<file path="config.mk">
export PLATFORM = sky130hd
export DESIGN_NAME = time_uart_tx
export DESIGN_NICKNAME = d
export VERILOG_FILES = /design/src/rtl/time_uart_tx.sv
export SDC_FILE = /design/constraint.sdc
export NUM_CORES = 1
export LEC_CHECK = 0
export BUFFER_PORTS_ARGS = -buffer_cell sky130_fd_sc_hd__buf_4
export CORE_MARGIN = 2
export CORE_UTILIZATION = 53
export CTS_BUF_LIST = sky130_fd_sc_hd__clkbuf_8
export CTS_CLUSTER_DIAMETER = 200
export CTS_CLUSTER_SIZE = 16
export DETAILED_ROUTE_END_ITERATION = 6
export GPL_ROUTABILITY_DRIVEN = 0
export PLACE_DENSITY = 0.71
export SKIP_CTS_REPAIR_TIMING = 1
export SYNTH_ARGS = -nofsm -noshare
export SYNTH_HDL_FRONTEND = slang
export SYNTH_SLANG_ARGS = --single-unit
</file>
<file path="constraint.sdc">
create_clock -name clk -period 2.6 [get_ports clk]
set_input_delay 0.52 -clock clk [delete_from_list [all_inputs] [get_ports clk]]
set_output_delay 0.52 -clock clk [all_outputs]
set_load 0.005 [all_outputs]
</file>
<file path="src/rtl/time_uart_tx.sv">
// Serialises the BCD time as "HH:MM:SS\r\n" over an 8N1 UART each time the seconds value changes.
// One message may be queued behind the one in flight; any further trigger sets a sticky overrun flag.
module time_uart_tx #(
    parameter int CLK_HZ = 24000000,
    parameter int BAUD   = 115200,
    parameter int DIV    = (CLK_HZ + BAUD / 2) / BAUD
) (
    input  logic       clk,
    input  logic       rst,
    input  logic       en,
    input  logic [7:0] hour,
    input  logic [7:0] minute,
    input  logic [7:0] second,
    output logic       txd,
    output logic       busy,
    output logic       overrun
);

    localparam int CW = ($clog2(DIV) > 0) ? $clog2(DIV) : 1;

    typedef enum logic [1:0] {IDLE, START, DATA, STOP} state_t;

    state_t         state_q, state_d;
    logic [7:0]     sec_q, sec_d;
    logic [23:0]    snap_q, snap_d;
    logic [3:0]     char_idx_q, char_idx_d;
    logic [2:0]     bit_idx_q, bit_idx_d;
    logic [CW-1:0]  baud_cnt_q, baud_cnt_d;
    logic           pending_q, pending_d;
    logic           overrun_q, overrun_d;
    logic           txd_q, txd_d;
    logic           busy_q, busy_d;

    logic           trig;
    logic           baud_done;
    logic [7:0]     cur_char;

    function automatic logic [7:0] digit(input logic [3:0] n);
        return (n <= 4'd9) ? {4'h3, n} : 8'h3F;
    endfunction

    function automatic logic [7:0] char_at(input logic [3:0] idx, input logic [23:0] snap);
        logic [7:0] c;
        case (idx)
            4'd0:    c = digit(snap[23:20]);
            4'd1:    c = digit(snap[19:16]);
            4'd2:    c = 8'h3A;
            4'd3:    c = digit(snap[15:12]);
            4'd4:    c = digit(snap[11:8]);
            4'd5:    c = 8'h3A;
            4'd6:    c = digit(snap[7:4]);
            4'd7:    c = digit(snap[3:0]);
            4'd8:    c = 8'h0D;
            default: c = 8'h0A;
        endcase
        return c;
    endfunction

    assign trig      = en & (second != sec_q);
    assign baud_done = (baud_cnt_q == CW'(DIV - 1));
    assign cur_char  = char_at(char_idx_q, snap_q);

    always_comb begin
        state_d    = state_q;
        sec_d      = second;
        snap_d     = snap_q;
        char_idx_d = char_idx_q;
        bit_idx_d  = bit_idx_q;
        baud_cnt_d = baud_done ? '0 : baud_cnt_q + CW'(1);
        pending_d  = pending_q;
        overrun_d  = overrun_q;
        txd_d      = txd_q;

        // txd_d always carries the line level of the state being entered, so txd is glitch-free
        case (state_q)
            IDLE: begin
                baud_cnt_d = '0;
                txd_d      = 1'b1;
                if (trig || pending_q) begin
                    state_d    = START;
                    pending_d  = 1'b0;
                    snap_d     = {hour, minute, second};
                    char_idx_d = 4'd0;
                    txd_d      = 1'b0;
                end
            end
            START: begin
                if (baud_done) begin
                    state_d   = DATA;
                    bit_idx_d = 3'd0;
                    txd_d     = cur_char[0];
                end
            end
            DATA: begin
                if (baud_done) begin
                    if (bit_idx_q == 3'd7) begin
                        state_d = STOP;
                        txd_d   = 1'b1;
                    end else begin
                        bit_idx_d = bit_idx_q + 3'd1;
                        txd_d     = cur_char[3'(bit_idx_q + 3'd1)];
                    end
                end
            end
            STOP: begin
                if (baud_done) begin
                    if (char_idx_q == 4'd9) begin
                        state_d = IDLE;
                        txd_d   = 1'b1;
                    end else begin
                        state_d    = START;
                        char_idx_d = char_idx_q + 4'd1;
                        txd_d      = 1'b0;
                    end
                end
            end
            default: begin
                state_d = IDLE;
                txd_d   = 1'b1;
            end
        endcase

        // A trigger seen in IDLE is consumed by the exit above; only in-flight triggers queue
        if (trig && (state_q != IDLE)) begin
            pending_d = 1'b1;
            if (pending_q) begin
                overrun_d = 1'b1;
            end
        end

        busy_d = (state_d != IDLE);
    end

    always_ff @(posedge clk or posedge rst) begin
        if (rst) begin
            state_q    <= IDLE;
            sec_q      <= 8'h00;
            snap_q     <= 24'h0;
            char_idx_q <= 4'd0;
            bit_idx_q  <= 3'd0;
            baud_cnt_q <= '0;
            pending_q  <= 1'b0;
            overrun_q  <= 1'b0;
            txd_q      <= 1'b1;
            busy_q     <= 1'b0;
        end else begin
            state_q    <= state_d;
            sec_q      <= sec_d;
            snap_q     <= snap_d;
            char_idx_q <= char_idx_d;
            bit_idx_q  <= bit_idx_d;
            baud_cnt_q <= baud_cnt_d;
            pending_q  <= pending_d;
            overrun_q  <= overrun_d;
            txd_q      <= txd_d;
            busy_q     <= busy_d;
        end
    end

    assign txd     = txd_q;
    assign busy    = busy_q;
    assign overrun = overrun_q;

endmodule

</file>
Yosys cells after proc, flatten, opt, wreduce, memory -nomap -nowiden
Index checks and enable logic that the tools add are counted.

word-level totals
  flip-flop bits (word level) = 53
  input bits = 27
  output and inout bits = 3
  logic and storage cells = 95

operators by class
  $add $sub $neg = 3
  $lt $le $gt $ge = 7
  equality and inequality tests = 21
  multiplexer cells = 36
  bitwise logic cells = 1
  reduce and logical (&&, ||, !) cells = 17

operators by type and width
  operator                                               number
  one-hot mux 6 bit (8 select lines)                     1
  two-way mux 4 bit                                      9
  less-or-equal comparator 4 bit, second input constant  6
  equality test 4 x 3 -> 1 bit, second input constant    4
  two-way mux 8 bit                                      2
  inequality test 2 bit, second input constant           6
  nonzero test 2 bit                                     6
  two-way mux 1 bit                                      11
  two-way mux 2 bit                                      5
  two-way mux 3 bit                                      3
  adder 8 x 1 -> 8 bit, second input constant            1
  equality test 4 x 2 -> 1 bit, second input constant    2
  equality test 4 bit, second input constant             2
  equality test 8 bit, second input constant             1
  inequality test 8 bit                                  1
  one-hot mux 2 bit (4 select lines)                     1
  one-hot mux 4 bit (2 select lines)                     1
  AND reduction 4 bit                                    2
  one-hot mux 3 bit (2 select lines)                     1
  AND reduction 2 bit                                    3
  adder 4 x 1 -> 4 bit, second input constant            1
  equality test 2 bit, second input constant             2
  equality test 4 x 1 -> 1 bit, second input constant    1
  logical NOT 4 bit                                      1
  other kinds (12)                                       12

Longest topological paths before layout
  word-level depth = 8
  depth in mapped cells = 9

Worst setup path before layout
OpenSTA, ideal clock, no wires.

  path type = register to register
  start = reg char_idx_q[0]
  end = reg txd_q (netlist: txd)
  library setup time = 92 ps
  data arrival time = 1901 ps
  data required time = 2508 ps
  path slack = 607 ps
  stages on the path, launching flop included = 10
  path buffers = 0
  clock period less this slack = 1993 ps
  cell sequence = dfrtp_1 inv_1 ha_1 or2b_2 o221ai_1 nor4_1 and4bb_1 o21a_1 nor4_1 o32ai_1

between the ends
  cells in the longest elaborated chain, start to end = 8
  elaborated cells on any way between the ends = 20
  those cells by class = 9 x eq/ne; 9 x mux; 2 x reduce/logical

ends and longest elaborated chain
  what                                                                                 line  source
  start, declared                                                                      26    logic [3:0] char_idx_q, char_idx_d;
  start signal, assigned                                                               150   char_idx_q <= char_idx_d;
  equality test 4 x 3 -> 1 bit / equality test 4 x 2 -> 1 bit (equally long branches)  44    case (idx)
  OR reduction 2 bit (no line)                                                         n/a
  one-hot mux 6 bit (8 select lines)                                                   44
  binary-select mux 1 bit (select 3 bit)                                               101   txd_d = cur_char[3'(bit_idx_q + 3'd1)];
  two-way mux 1 bit (implied by the code)                                              101
  two-way mux 1 bit                                                                    96    if (bit_idx_q == 3'd7) begin
  two-way mux 1 bit                                                                    95    if (baud_done) begin
  one-hot mux 1 bit (4 select lines) *                                                 75    case (state_q)
  end signal, assigned                                                                 155   txd_q <= txd_d;
  end, declared                                                                        31    logic txd_q, txd_d;

Every way passes the cells marked *; elsewhere a longest branch is shown, timed or not. The select of a mux whose other input is x is not followed.
A chain may end at the register's enable or synchronous reset.

Worst setup path after layout
Ends and elaborated chain as after synthesis.

==> results_dict.tcl <==
set metrics [dict create \
    tightestPinTransition_ns 0.713 \
    synth_largest_area_cell "sky130_fd_sc_hd__dfrtp_1" \
    fp.dieW_um 75.5 \
    finish.net_count 356 \
    vias_per_cell 5.46 \
    slew_headroom 0.523 \
    maxCapViolations 0 \
    vias 2145 \
    finalSetupViolCount 0 \
    core_area_um2 5010 \
    fmax_mhz 431 \
    rows 26 \
    syn_area_um2 2710 \
    worstPathMaxFanout 8 \
    count_of_filler_cells_inserted_in_the_layout 482 \
    insertion_delay_ns 0.31 \
    drt_pre_antenna_iters 4 \
    final.setup_skew_ns 0.0113 \
    powerDensity_nw_per_um2 787 \
    irDropWorstVdd_mv 0.441 \
    cp-start-kind "flip-flop" \
    synth_edf_count 0 \
    clk_buf_depth 2 \
    worst_ep_arrival_time_ns 2.54 \
    final_layout_size_suffix_gt1_frac 0.167 \
    io_buffer_count 29 \
    ys_warn_count 0 \
    end_kind "flip-flop" \
    antenna_cells 0 \
    numPlacedInstances 385 \
    hold_path_class "primary input to asynchronous set/reset pin" \
    wire_length_of_the_first_global_routing_pass_um 9100 \
    finish.cell_count_without_fillers 393 \
    layout_worst_path_cycle_share 0.892 \
    detailedRoute.firstIterationViolations 119 \
    io_pins 30 \
    tns_ns 0 \
    ys.flop_type "sky130_fd_sc_hd__dfrtp_1" \
    postSynthAreaPerCell_um2 9.34 \
    final_period_minus_worst_setup_slack_ns 2.32 \
    routed_wire_length_um 5410 \
    synthArstFlopShare 1.00 \
    report.final.slew_viol_count 0 \
    p_leak_nw 1.43 \
    clock_sink_count 53 \
    status "complete, no violations" \
    clockRootBuffer "sky130_fd_sc_hd__clkbuf_8" \
    tritoncts "yes" \
    most-common-layout-cells "sky130_fd_sc_hd__nand2_1, sky130_fd_sc_hd__dfrtp_1, sky130_fd_sc_hd__buf_4, sky130_fd_sc_hd__nor2_1, sky130_fd_sc_hd__a21oi_1" \
    grt_start_max_net_pins 34 \
    finalHoldViolations 0 \
    drcViolationCount 0 \
    numCtsBuffers 5 \
    detail-route-antenna-nets 0 \
    die-height_um 75.5 \
    r2r.worst_path.cells 9 \
    grt_pass1_vias 2001 \
    netlist_top_cells_area "sky130_fd_sc_hd__dfrtp_1, sky130_fd_sc_hd__nand2_1, sky130_fd_sc_hd__xor2_1, sky130_fd_sc_hd__ha_1, sky130_fd_sc_hd__a21oi_1" \
    postSynthCellCount 290 \
    antenna_found_initial 0 \
    hpwl_um 4020 \
    synth_cell_type_count 55 \
    h_tree_depth_reported_by_cts 2 \
    mostFrequentLayoutCell "sky130_fd_sc_hd__nand2_1" \
    synth-seq-area-share 0.490 \
    yosys_register_bits 53 \
    global_route_usage_over_all_layers 0.211 \
    grt-ovfl-total 0 \
    initial_core_util 0.541 \
    wl_per_cell_um 13.8 \
    synth.net_count 324 \
    die_area_um2 5700 \
    crit_required_ns 2.82 \
    area_growth_pct 14.0 \
    clkTransAtPathRegs_ns 0.10 \
    critical_path_class "flip-flop to flip-flop" \
    rsz0062_at_grt "no" \
    synth.top_cell.area_share 0.480 \
]
-- area by class of cell --
type,instances,area (um^2),share of cell area
Clock inverter,2,17.5,0.00567
Tap cell,70,87.6,0.0284
Sequential cell,53,1330,0.430
Clock buffer,6,82.6,0.0267
Multi-Input combinational cell,217,1280,0.414
Timing Repair Buffer,34,255,0.0826
Inverter,11,41.3,0.0134
-- worst max-delay path, cell delays in order (launching register included) --
cell and delay (ns):
sky130_fd_sc_hd__dfrtp_1 0.44, sky130_fd_sc_hd__inv_1 0.09, sky130_fd_sc_hd__ha_1 0.29, sky130_fd_sc_hd__or2b_2 0.21, sky130_fd_sc_hd__o221ai_1 0.13, sky130_fd_sc_hd__nor4_1 0.35
sky130_fd_sc_hd__and4bb_1 0.25, sky130_fd_sc_hd__o21a_1 0.10, sky130_fd_sc_hd__nor4_1 0.24, sky130_fd_sc_hd__o32ai_1 0.12
-- per-stage QoR --
stage / setup WS (ns) / cell area, um^2 / hold slack (ns) / power, mW / util
final: 0.281 / 3090 / 0.267 / 2.43 / 0.617
after global routing: 0.0551 / 3090 / 0.313 / 2.61 / 0.617
after CTS: 0.330 / 3090 / 0.288 / 2.45 / 0.617
after detailed placement: 0.291 / 2990 / 0.461 / 1.95 / 0.597
after global placement: 0.295 / 2990 / 0.457 / 1.93 / 0.597
after floorplan: 0.607 / 2710 / 0.433 / 1.74 / -
-- cells by family after synthesis --
logic type                 Yosys count  synth area share
adders and majority gates            7            0.0323
AOI/OAI and AO/OA                   60             0.143
and+or+nand+nor                    129             0.227
muxes                                3            0.0115
DFF                                 53             0.490
buffers and inverters               20            0.0383
xor gates and xnor gates            18            0.0582
-- sequential cells by signal, summed over array words and instances (netlist names) --
signal,flops
char_idx_q,4
baud_cnt_q,8
snap_q,24
state_q,2
pending_q,1
overrun,1
bit_idx_q,3
busy,1
txd,1
sec_q,8
-- power by group --
part / internal (mW) / switching [mW] / leakage [nW] / total [mW]
Clock: 0.221 / 0.280 / 0.0518 / 0.501
Combinational: 0.306 / 0.333 / 0.722 / 0.640
Sequential: 1.07 / 0.222 / 0.653 / 1.29
-- per-layer routing --
metal | global-route usage | up-vias | part of all wire
li1 | - | 1065 | -
met1 | 0.277 | 1028 | 0.46
met2 | 0.359 | 41 | 0.49
met3 | 0.0397 | 11 | 0.035
met4 | 0.0604 | 0 | 0.020
met5 | 0 | - | 0
-- Yosys cell counts, types with 3 or more instances --
library cell	number
sky130_fd_sc_hd__dfrtp_1	52
sky130_fd_sc_hd__xor2_1	11
sky130_fd_sc_hd__a22oi_1	3
sky130_fd_sc_hd__o22ai_1	3
sky130_fd_sc_hd__buf_6	3
sky130_fd_sc_hd__nor4_1	6
sky130_fd_sc_hd__nand3_1	5
sky130_fd_sc_hd__nor2_1	16
sky130_fd_sc_hd__xnor2_1	7
sky130_fd_sc_hd__inv_1	10
sky130_fd_sc_hd__clkbuf_1	3
sky130_fd_sc_hd__a21oi_1	15
sky130_fd_sc_hd__o211ai_1	3
sky130_fd_sc_hd__o21ai_1	8
sky130_fd_sc_hd__ha_1	7
sky130_fd_sc_hd__o221ai_1	4
sky130_fd_sc_hd__o21ai_0	7
sky130_fd_sc_hd__or3b_1	3
sky130_fd_sc_hd__nand2_1	78
-- path summary, 6_finish.rpt --
path,from,endpoint,slack [ns]
max in group asynchronous,rst,txd,1.64
worst min-delay path,rst,baud_cnt_q[3],0.27
worst max-delay path,char_idx_q[0],txd,0.28
worst max register to register,char_idx_q[0],txd,0.28
min in group clk,second[4],sec_q[4],0.33
worst min register to register,baud_cnt_q[0],baud_cnt_q[0],0.48
Note: power is estimated with default switching activity, not from simulation.
